File: config.mk
export PLATFORM = sky130hd
export DESIGN_NAME = control_unit_main_multicycle_mips
export DESIGN_NICKNAME = d
export VERILOG_FILES = /design/src/rtl/control_unit_main_multicycle_mips_pkg.sv /design/src/rtl/control_unit_main_multicycle_mips_mem_wait_timer.sv /design/src/rtl/control_unit_main_multicycle_mips.sv
export SDC_FILE = /design/constraint.sdc
export NUM_CORES = 1
export LEC_CHECK = 0
export CORE_ASPECT_RATIO = 0.9
export CORE_MARGIN = 2
export CORE_UTILIZATION = 52
export CTS_CLUSTER_DIAMETER = 100
export DETAILED_ROUTE_END_ITERATION = 10
export GPL_ROUTABILITY_DRIVEN = 0
export PLACE_DENSITY = 0.8
export SETUP_SLACK_MARGIN = 0.02
export SYNTH_ARGS = -nofsm -noshare
export SYNTH_HDL_FRONTEND = slang
export SYNTH_HIERARCHICAL = 1
export SYNTH_SLANG_ARGS = --single-unit
File: constraint.sdc
create_clock -name i_clk -period 4 [get_ports i_clk]
set_clock_uncertainty 0.2 [all_clocks]
set_input_delay 0.8 -clock i_clk [delete_from_list [all_inputs] [get_ports i_clk]]
set_output_delay 0.8 -clock i_clk [all_outputs]
set_load 0.01 [all_outputs]
File: src/rtl/control_unit_main_multicycle_mips_pkg.sv
// Shared encodings for the multi-cycle MIPS main control unit: state codes,
// opcodes, ALU-control op codes, mux select encodings and the control bundle.
package control_unit_main_multicycle_mips_pkg;

    typedef enum logic [3:0] {
        S_FETCH    = 4'd0,
        S_DECODE   = 4'd1,
        S_MEMADR   = 4'd2,
        S_MEMREAD  = 4'd3,
        S_MEMWB    = 4'd4,
        S_MEMWRITE = 4'd5,
        S_EXECUTE  = 4'd6,
        S_ALUWB    = 4'd7,
        S_BEQ      = 4'd8,
        S_ADDI_EX  = 4'd9,
        S_ADDI_WB  = 4'd10,
        S_JUMP     = 4'd11
    } state_t;

    localparam logic [5:0] OP_RTYPE = 6'h00;
    localparam logic [5:0] OP_LW    = 6'h23;
    localparam logic [5:0] OP_SW    = 6'h2B;
    localparam logic [5:0] OP_BEQ   = 6'h04;
    localparam logic [5:0] OP_ADDI  = 6'h08;
    localparam logic [5:0] OP_J     = 6'h02;

    localparam logic [1:0] ALU_ADD   = 2'b00;
    localparam logic [1:0] ALU_SUB   = 2'b01;
    localparam logic [1:0] ALU_FUNCT = 2'b10;

    localparam logic [1:0] SRC_B_RT       = 2'b00;
    localparam logic [1:0] SRC_B_FOUR     = 2'b01;
    localparam logic [1:0] SRC_B_IMM      = 2'b10;
    localparam logic [1:0] SRC_B_IMM_SHL2 = 2'b11;

    localparam logic [1:0] PC_SRC_ALU    = 2'b00;
    localparam logic [1:0] PC_SRC_ALUOUT = 2'b01;
    localparam logic [1:0] PC_SRC_JUMP   = 2'b10;

    // All datapath controls driven by the FSM in one bundle.
    typedef struct packed {
        logic       pc_write;
        logic       pc_write_cond;
        logic       i_or_d;
        logic       mem_read;
        logic       mem_write;
        logic       ir_write;
        logic       mem_to_reg;
        logic       reg_dst;
        logic       reg_write;
        logic       alu_src_a;
        logic [1:0] alu_src_b;
        logic [1:0] alu_op;
        logic [1:0] pc_src;
    } ctrl_t;

    // States that wait on the memory handshake and are covered by the timeout.
    function automatic logic is_mem_wait_state(input state_t s);
        return (s == S_FETCH) || (s == S_MEMREAD) || (s == S_MEMWRITE);
    endfunction

endpackage

File: src/rtl/control_unit_main_multicycle_mips_mem_wait_timer.sv
// Counts cycles spent waiting on memory, flags the abort condition and
// produces the registered one-cycle timeout pulse.
module mem_wait_timer #(
    parameter int MEM_TIMEOUT = 255,
    parameter int CNT_W       = 16
) (
    input  logic clk,
    input  logic rst_n,
    input  logic waiting,      // FSM sits in a memory-handshake state
    input  logic mem_ready,
    input  logic clear,        // FSM changes state this cycle
    output logic expired,      // abort the access at the coming edge
    output logic mem_timeout   // registered pulse, one cycle after abort
);

    logic [CNT_W-1:0] cnt_q;
    logic [CNT_W-1:0] cnt_d;

    // Ready always wins over the limit, so expiry requires ready still low.
    assign expired = waiting && !mem_ready && (cnt_q == CNT_W'(MEM_TIMEOUT - 1));

    // Next count: restart on any state change or abort, else count idle waits.
    always_comb begin
        cnt_d = cnt_q;
        if (clear || expired) begin
            cnt_d = '0;
        end else if (waiting && !mem_ready) begin
            cnt_d = cnt_q + CNT_W'(1);
        end
    end

    // Counter and pulse flop.
    // NOTE: sequential state uses non-blocking assignments so every flop samples pre-edge values.
    always_ff @(posedge clk or negedge rst_n) begin
        if (!rst_n) begin
            cnt_q       <= '0;
            mem_timeout <= 1'b0;
        end else begin
            cnt_q       <= cnt_d;
            mem_timeout <= expired;
        end
    end

endmodule

File: src/rtl/control_unit_main_multicycle_mips.sv
// Multi-cycle MIPS main control FSM: fetch/decode/execute/memory/writeback
// sequencing, datapath control decode and fault pulses for the watchdog.
module control_unit_main_multicycle_mips
    import control_unit_main_multicycle_mips_pkg::*;
#(
    parameter int MEM_TIMEOUT = 255,
    parameter int CNT_W       = 16
) (
    input  logic       i_clk,
    input  logic       i_reset_n,
    input  logic [5:0] i_opcode,
    input  logic       i_mem_ready,
    output logic       o_pc_write,
    output logic       o_pc_write_cond,
    output logic       o_i_or_d,
    output logic       o_mem_read,
    output logic       o_mem_write,
    output logic       o_ir_write,
    output logic       o_mem_to_reg,
    output logic       o_reg_dst,
    output logic       o_reg_write,
    output logic       o_alu_src_a,
    output logic [1:0] o_alu_src_b,
    output logic [1:0] o_alu_op_code,
    output logic [1:0] o_pc_src,
    output logic [3:0] o_state,
    output logic       o_illegal_op,
    output logic       o_mem_timeout
);

    state_t state_q;
    state_t state_d;
    ctrl_t  ctrl;
    ctrl_t  ctrl_out;
    logic   illegal_d;
    logic   illegal_q;
    logic   expired;

    mem_wait_timer #(
        .MEM_TIMEOUT (MEM_TIMEOUT),
        .CNT_W       (CNT_W)
    ) u_mem_wait_timer (
        .clk         (i_clk),
        .rst_n       (i_reset_n),
        .waiting     (is_mem_wait_state(state_q)),
        .mem_ready   (i_mem_ready),
        .clear       (state_d != state_q),
        .expired     (expired),
        .mem_timeout (o_mem_timeout)
    );

    // State register and illegal-op pulse flop.
    always_ff @(posedge i_clk or negedge i_reset_n) begin
        if (!i_reset_n) begin
            state_q   <= S_FETCH;
            illegal_q <= 1'b0;
        end else begin
            state_q   <= state_d;
            illegal_q <= illegal_d;
        end
    end

    // Next-state and control decode.
    // NOTE: every output of this block gets a default first, so no path can infer a latch.
    always_comb begin
        state_d   = state_q;
        ctrl      = '0;
        illegal_d = 1'b0;
        case (state_q)
            S_FETCH: begin
                ctrl.mem_read  = 1'b1;
                ctrl.alu_src_b = SRC_B_FOUR;
                ctrl.alu_op    = ALU_ADD;
                ctrl.pc_src    = PC_SRC_ALU;
                // IR and PC only capture on the cycle the memory actually delivers.
                ctrl.ir_write  = i_mem_ready;
                ctrl.pc_write  = i_mem_ready;
                if (i_mem_ready) state_d = S_DECODE;
            end
            S_DECODE: begin
                ctrl.alu_src_b = SRC_B_IMM_SHL2;
                ctrl.alu_op    = ALU_ADD;
                case (i_opcode)
                    OP_LW, OP_SW: state_d = S_MEMADR;
                    OP_RTYPE:     state_d = S_EXECUTE;
                    OP_BEQ:       state_d = S_BEQ;
                    OP_ADDI:      state_d = S_ADDI_EX;
                    OP_J:         state_d = S_JUMP;
                    default: begin
                        state_d   = S_FETCH;
                        illegal_d = 1'b1;
                    end
                endcase
            end
            S_MEMADR: begin
                ctrl.alu_src_a = 1'b1;
                ctrl.alu_src_b = SRC_B_IMM;
                ctrl.alu_op    = ALU_ADD;
                // Opcode must be held stable; a change here is treated as illegal.
                if (i_opcode == OP_LW) begin
                    state_d = S_MEMREAD;
                end else if (i_opcode == OP_SW) begin
                    state_d = S_MEMWRITE;
                end else begin
                    state_d   = S_FETCH;
                    illegal_d = 1'b1;
                end
            end
            S_MEMREAD: begin
                ctrl.mem_read = 1'b1;
                ctrl.i_or_d   = 1'b1;
                if (i_mem_ready) state_d = S_MEMWB;
            end
            S_MEMWB: begin
                ctrl.reg_write  = 1'b1;
                ctrl.mem_to_reg = 1'b1;
                state_d         = S_FETCH;
            end
            S_MEMWRITE: begin
                ctrl.mem_write = 1'b1;
                ctrl.i_or_d    = 1'b1;
                if (i_mem_ready) state_d = S_FETCH;
            end
            S_EXECUTE: begin
                ctrl.alu_src_a = 1'b1;
                ctrl.alu_src_b = SRC_B_RT;
                ctrl.alu_op    = ALU_FUNCT;
                state_d        = S_ALUWB;
            end
            S_ALUWB: begin
                ctrl.reg_dst   = 1'b1;
                ctrl.reg_write = 1'b1;
                state_d        = S_FETCH;
            end
            S_BEQ: begin
                ctrl.alu_src_a     = 1'b1;
                ctrl.alu_src_b     = SRC_B_RT;
                ctrl.alu_op        = ALU_SUB;
                ctrl.pc_write_cond = 1'b1;
                ctrl.pc_src        = PC_SRC_ALUOUT;
                state_d            = S_FETCH;
            end
            S_ADDI_EX: begin
                ctrl.alu_src_a = 1'b1;
                ctrl.alu_src_b = SRC_B_IMM;
                ctrl.alu_op    = ALU_ADD;
                state_d        = S_ADDI_WB;
            end
            S_ADDI_WB: begin
                ctrl.reg_write = 1'b1;
                state_d        = S_FETCH;
            end
            S_JUMP: begin
                ctrl.pc_write = 1'b1;
                ctrl.pc_src   = PC_SRC_JUMP;
                state_d       = S_FETCH;
            end
            default: begin
                // Codes 12-15: recover to fetch and report it.
                state_d   = S_FETCH;
                illegal_d = 1'b1;
            end
        endcase
        // Abort only fires with ready low, when no write enable is active anyway.
        if (expired) state_d = S_FETCH;
    end

    // Reset forces every control low immediately, independent of the clock.
    assign ctrl_out = i_reset_n ? ctrl : '0;

    assign o_pc_write      = ctrl_out.pc_write;
    assign o_pc_write_cond = ctrl_out.pc_write_cond;
    assign o_i_or_d        = ctrl_out.i_or_d;
    assign o_mem_read      = ctrl_out.mem_read;
    assign o_mem_write     = ctrl_out.mem_write;
    assign o_ir_write      = ctrl_out.ir_write;
    assign o_mem_to_reg    = ctrl_out.mem_to_reg;
    assign o_reg_dst       = ctrl_out.reg_dst;
    assign o_reg_write     = ctrl_out.reg_write;
    assign o_alu_src_a     = ctrl_out.alu_src_a;
    assign o_alu_src_b     = ctrl_out.alu_src_b;
    assign o_alu_op_code   = ctrl_out.alu_op;
    assign o_pc_src        = ctrl_out.pc_src;
    assign o_state         = state_q;
    assign o_illegal_op    = illegal_q;

endmodule

==> metrics.txt <==
status=finished, final reports clean; mux cell area share after synthesis=less than 1%; RR Startpoint=o_state[2]; worst rel slew slack=around three fifths; Initial Util=54.0%; maximum number of pins on one net before global-route repair=21; 1st-pass router iterations=4; Crit Path Category=in2reg; global-route wire length before repair=between 6000 and 7000 um; number of global-route vias before repair=~1,400; final hold violations=0; WP data required=between 4 and 5 ns; clock slew at reported path FFs=between 0.1 and 0.15 ns; synth cell count leaders=nor2_1, dfrtp_1, nor3_1, nand2_1, xnor2_1; dpl hpwl=about 2900 um; YS warnings=6; cts hold-fix bufs=0; Most used DFF post-synth=dfrtp_1; Distinct cells, synth=46; grt ovf=0; leading area contributor after synthesis=dfrtp_1; fill count=roughly 270; H-tree levels=1; FF/Latch Area=roughly 550 um2; initial antenna violation count=0; final hold slack=0.397 ns; worst-margin pin slew=about 0.57 ns; Die W=roughly 63 um; gr usage total=between 20% and 30%; cells on worst reg2reg path=12; multi-input logic area=around 1000 um2; DR vias=1,554; Post-CTS Setup Repair Bufs=0; Power Density=between 400 and 500 nW/um2; Peak supply drop=0.206 mV; DR DRC count=0; min-delay src=u_mem_wait_timer/cnt_q[9]; RR Endpoint=u_mem_wait_timer/cnt_q[1]; mapped cell area=around 1600 um2; Critical Path Start Type=primary input; Area Overhead vs Synth=23.6%; layout cell share with drive strength beyond 1=just under 7%; max-cap violation count=0; final total power=roughly 840 uW; RSZ-0062 raised after global routing=no; area share of the largest cell type after synthesis=between 30% and 40%; Post-Syn Instances=202; cell row count=19; crit-path max FO=15; Diodes inserted=0; top cells by area, synth=dfrtp_1, nor2_1, xnor2_1; CTS Buffer Depth=2; DIE AREA=around 3600 um2; FFs w/ async S/R, synth=between 90% and 100%; CTS Buf Count=3; PortBufs=30; Post-Synth Adder-Cell Area=about 1.5%; main combinational cell family by area after synthesis=simple AND/OR/NAND/NOR gates; count leader, synth=nor2_1; Tmin final=between 3 and 4 ns; I/O pins=31; register-to-register setup slack=approximately 0.48 ns; Synth Area in Compound Gates=between 10% and 20%; syn nets=between 200 and 250; Mean Syn Cell Area=between 8 and 9 um2; Max Freq=~280 MHz; root buf cell=clkbuf_4; Hold Path Class=reg2reg; post-layout net count=roughly 240; CP Launch Point=i_mem_ready; post-synthesis sequential area ratio=roughly a third; critical path endpoint category=flip-flop; CORE AREA=3020 um2; Synth Area in Simple Gates=36.8%; clk sinks=22; post-route setup TNS=0 ns; Leak Pwr=approximately 0.76 nW; drt wl/cell=14.3 um; Hold Crit Endpoint=u_mem_wait_timer/cnt_q[9]; Arr. time, crit path=3.62 ns; CTS tree=yes; DR vias/cell=roughly 5.7; EDFF count, synth=0; Synth Area in XOR/XNOR=under 10%; cts repair resizes=0; Final Max Slew Viols=0; post-route ant nets=0; clock latency on the worst-skew pair=around 0.3 ns; Die Ht=between 50 and 60 um; drt total wl=about 3900 um; post-synthesis sequential element count=22; initial DRC count=approximately 150; Final Cycle Share=between 90 and 100%; Final Setup Violations=0; hold path depth=2
==> worst max-delay path: stages <==
cell and delay [ns]:
clkdlybuf4s50_1 0.50, nand3b_1 0.26, or4b_4 0.57, nor2_1 0.30, o21bai_1 0.29, o22a_1 0.22, nand4b_1 0.13, o21bai_4 0.28
a211oi_1 0.27
==> flip-flops by register name, summed over array words and instances, names as in the netlist <==
register / cells
o_illegal_op: 1
o_state: 4
u_mem_wait_timer/cnt_q: 16
u_mem_wait_timer/mem_timeout: 1
==> routing by layer <==
metal	share of wire [%]	vias up	global-route usage (%)
met5	0	-	0
met4	1.0	0	8.25
met3	6.1	4	2.96
met2	43	53	33.0
met1	49	725	35.8
li1	-	772	-
==> power by group <==
| group | total, mW | switching (mW) | internal (mW) |
|---|---|---|---|
| clock network | 0.169 | 0.0679 | 0.101 |
| logic | 0.416 | 0.235 | 0.180 |
| registers | 0.260 | 0.0179 | 0.242 |
==> cells in the final DEF (no fill, tap or decap), types with 6 or more instances in the layout <==
cell type	netlist	final
a21oi_1	8	8
clkdlybuf4s50_1	0	30
dfrtp_1	22	22
inv_1	6	6
nand2_1	14	14
nand4_1	6	6
nor2_1	39	39
nor2b_1	7	7
nor3_1	15	15
nor4_1	6	6
o21ai_0	7	7
xnor2_1	14	14
==> per-stage QoR <==
step           setup WS [ns]  area, um2  cells  utilization, %
2_1_floorplan          0.776       1630    202               -
3_3_place_gp           0.247       1960    270            65.0
3_5_place_dp           0.125       1960    270            65.0
4_1_cts                0.422       2020    274            66.8
5_1_grt                0.218       2020    274            66.8
6_report               0.399       2020    274            66.8
==> logic make-up (layout without fill, tap and decap cells) <==
| logic type | Yosys count | count (layout) |
|---|---|---|
| AOI/OAI and AO/OA | 31 | 31 |
| xor gates and xnor gates | 18 | 18 |
| adders and majority gates | 2 | 2 |
| buffers and inverters | 15 | 45 |
| DFF | 22 | 22 |
| muxes | 1 | 1 |
| and+or+nand+nor | 113 | 113 |
==> worst max path at each step <==
| stage | end | slack [ns] | cells after the start |
|---|---|---|---|
| floorplan | u_mem_wait_timer/cnt_q[11] | 0.78 | 14 |
| global route | u_mem_wait_timer/cnt_q[1] | 0.22 | 12 |
| global placement | u_mem_wait_timer/cnt_q[1] | 0.25 | 9 |
| detailed placement | u_mem_wait_timer/cnt_q[1] | 0.13 | 9 |
| finish | u_mem_wait_timer/cnt_q[1] | 0.40 | 9 |
| CTS | u_mem_wait_timer/cnt_q[1] | 0.42 | 9 |
==> layout make-up <==
class                           count  area share (%)
Timing Repair Buffer               35            16.8
Multi-Input combinational cell    165            49.6
Sequential cell                    22            27.3
Inverter                            6            1.12
Tap cell                           42            2.61
Clock inverter                      1            1.49
Clock buffer                        3            1.12
(Power assumes the default switching activity.)
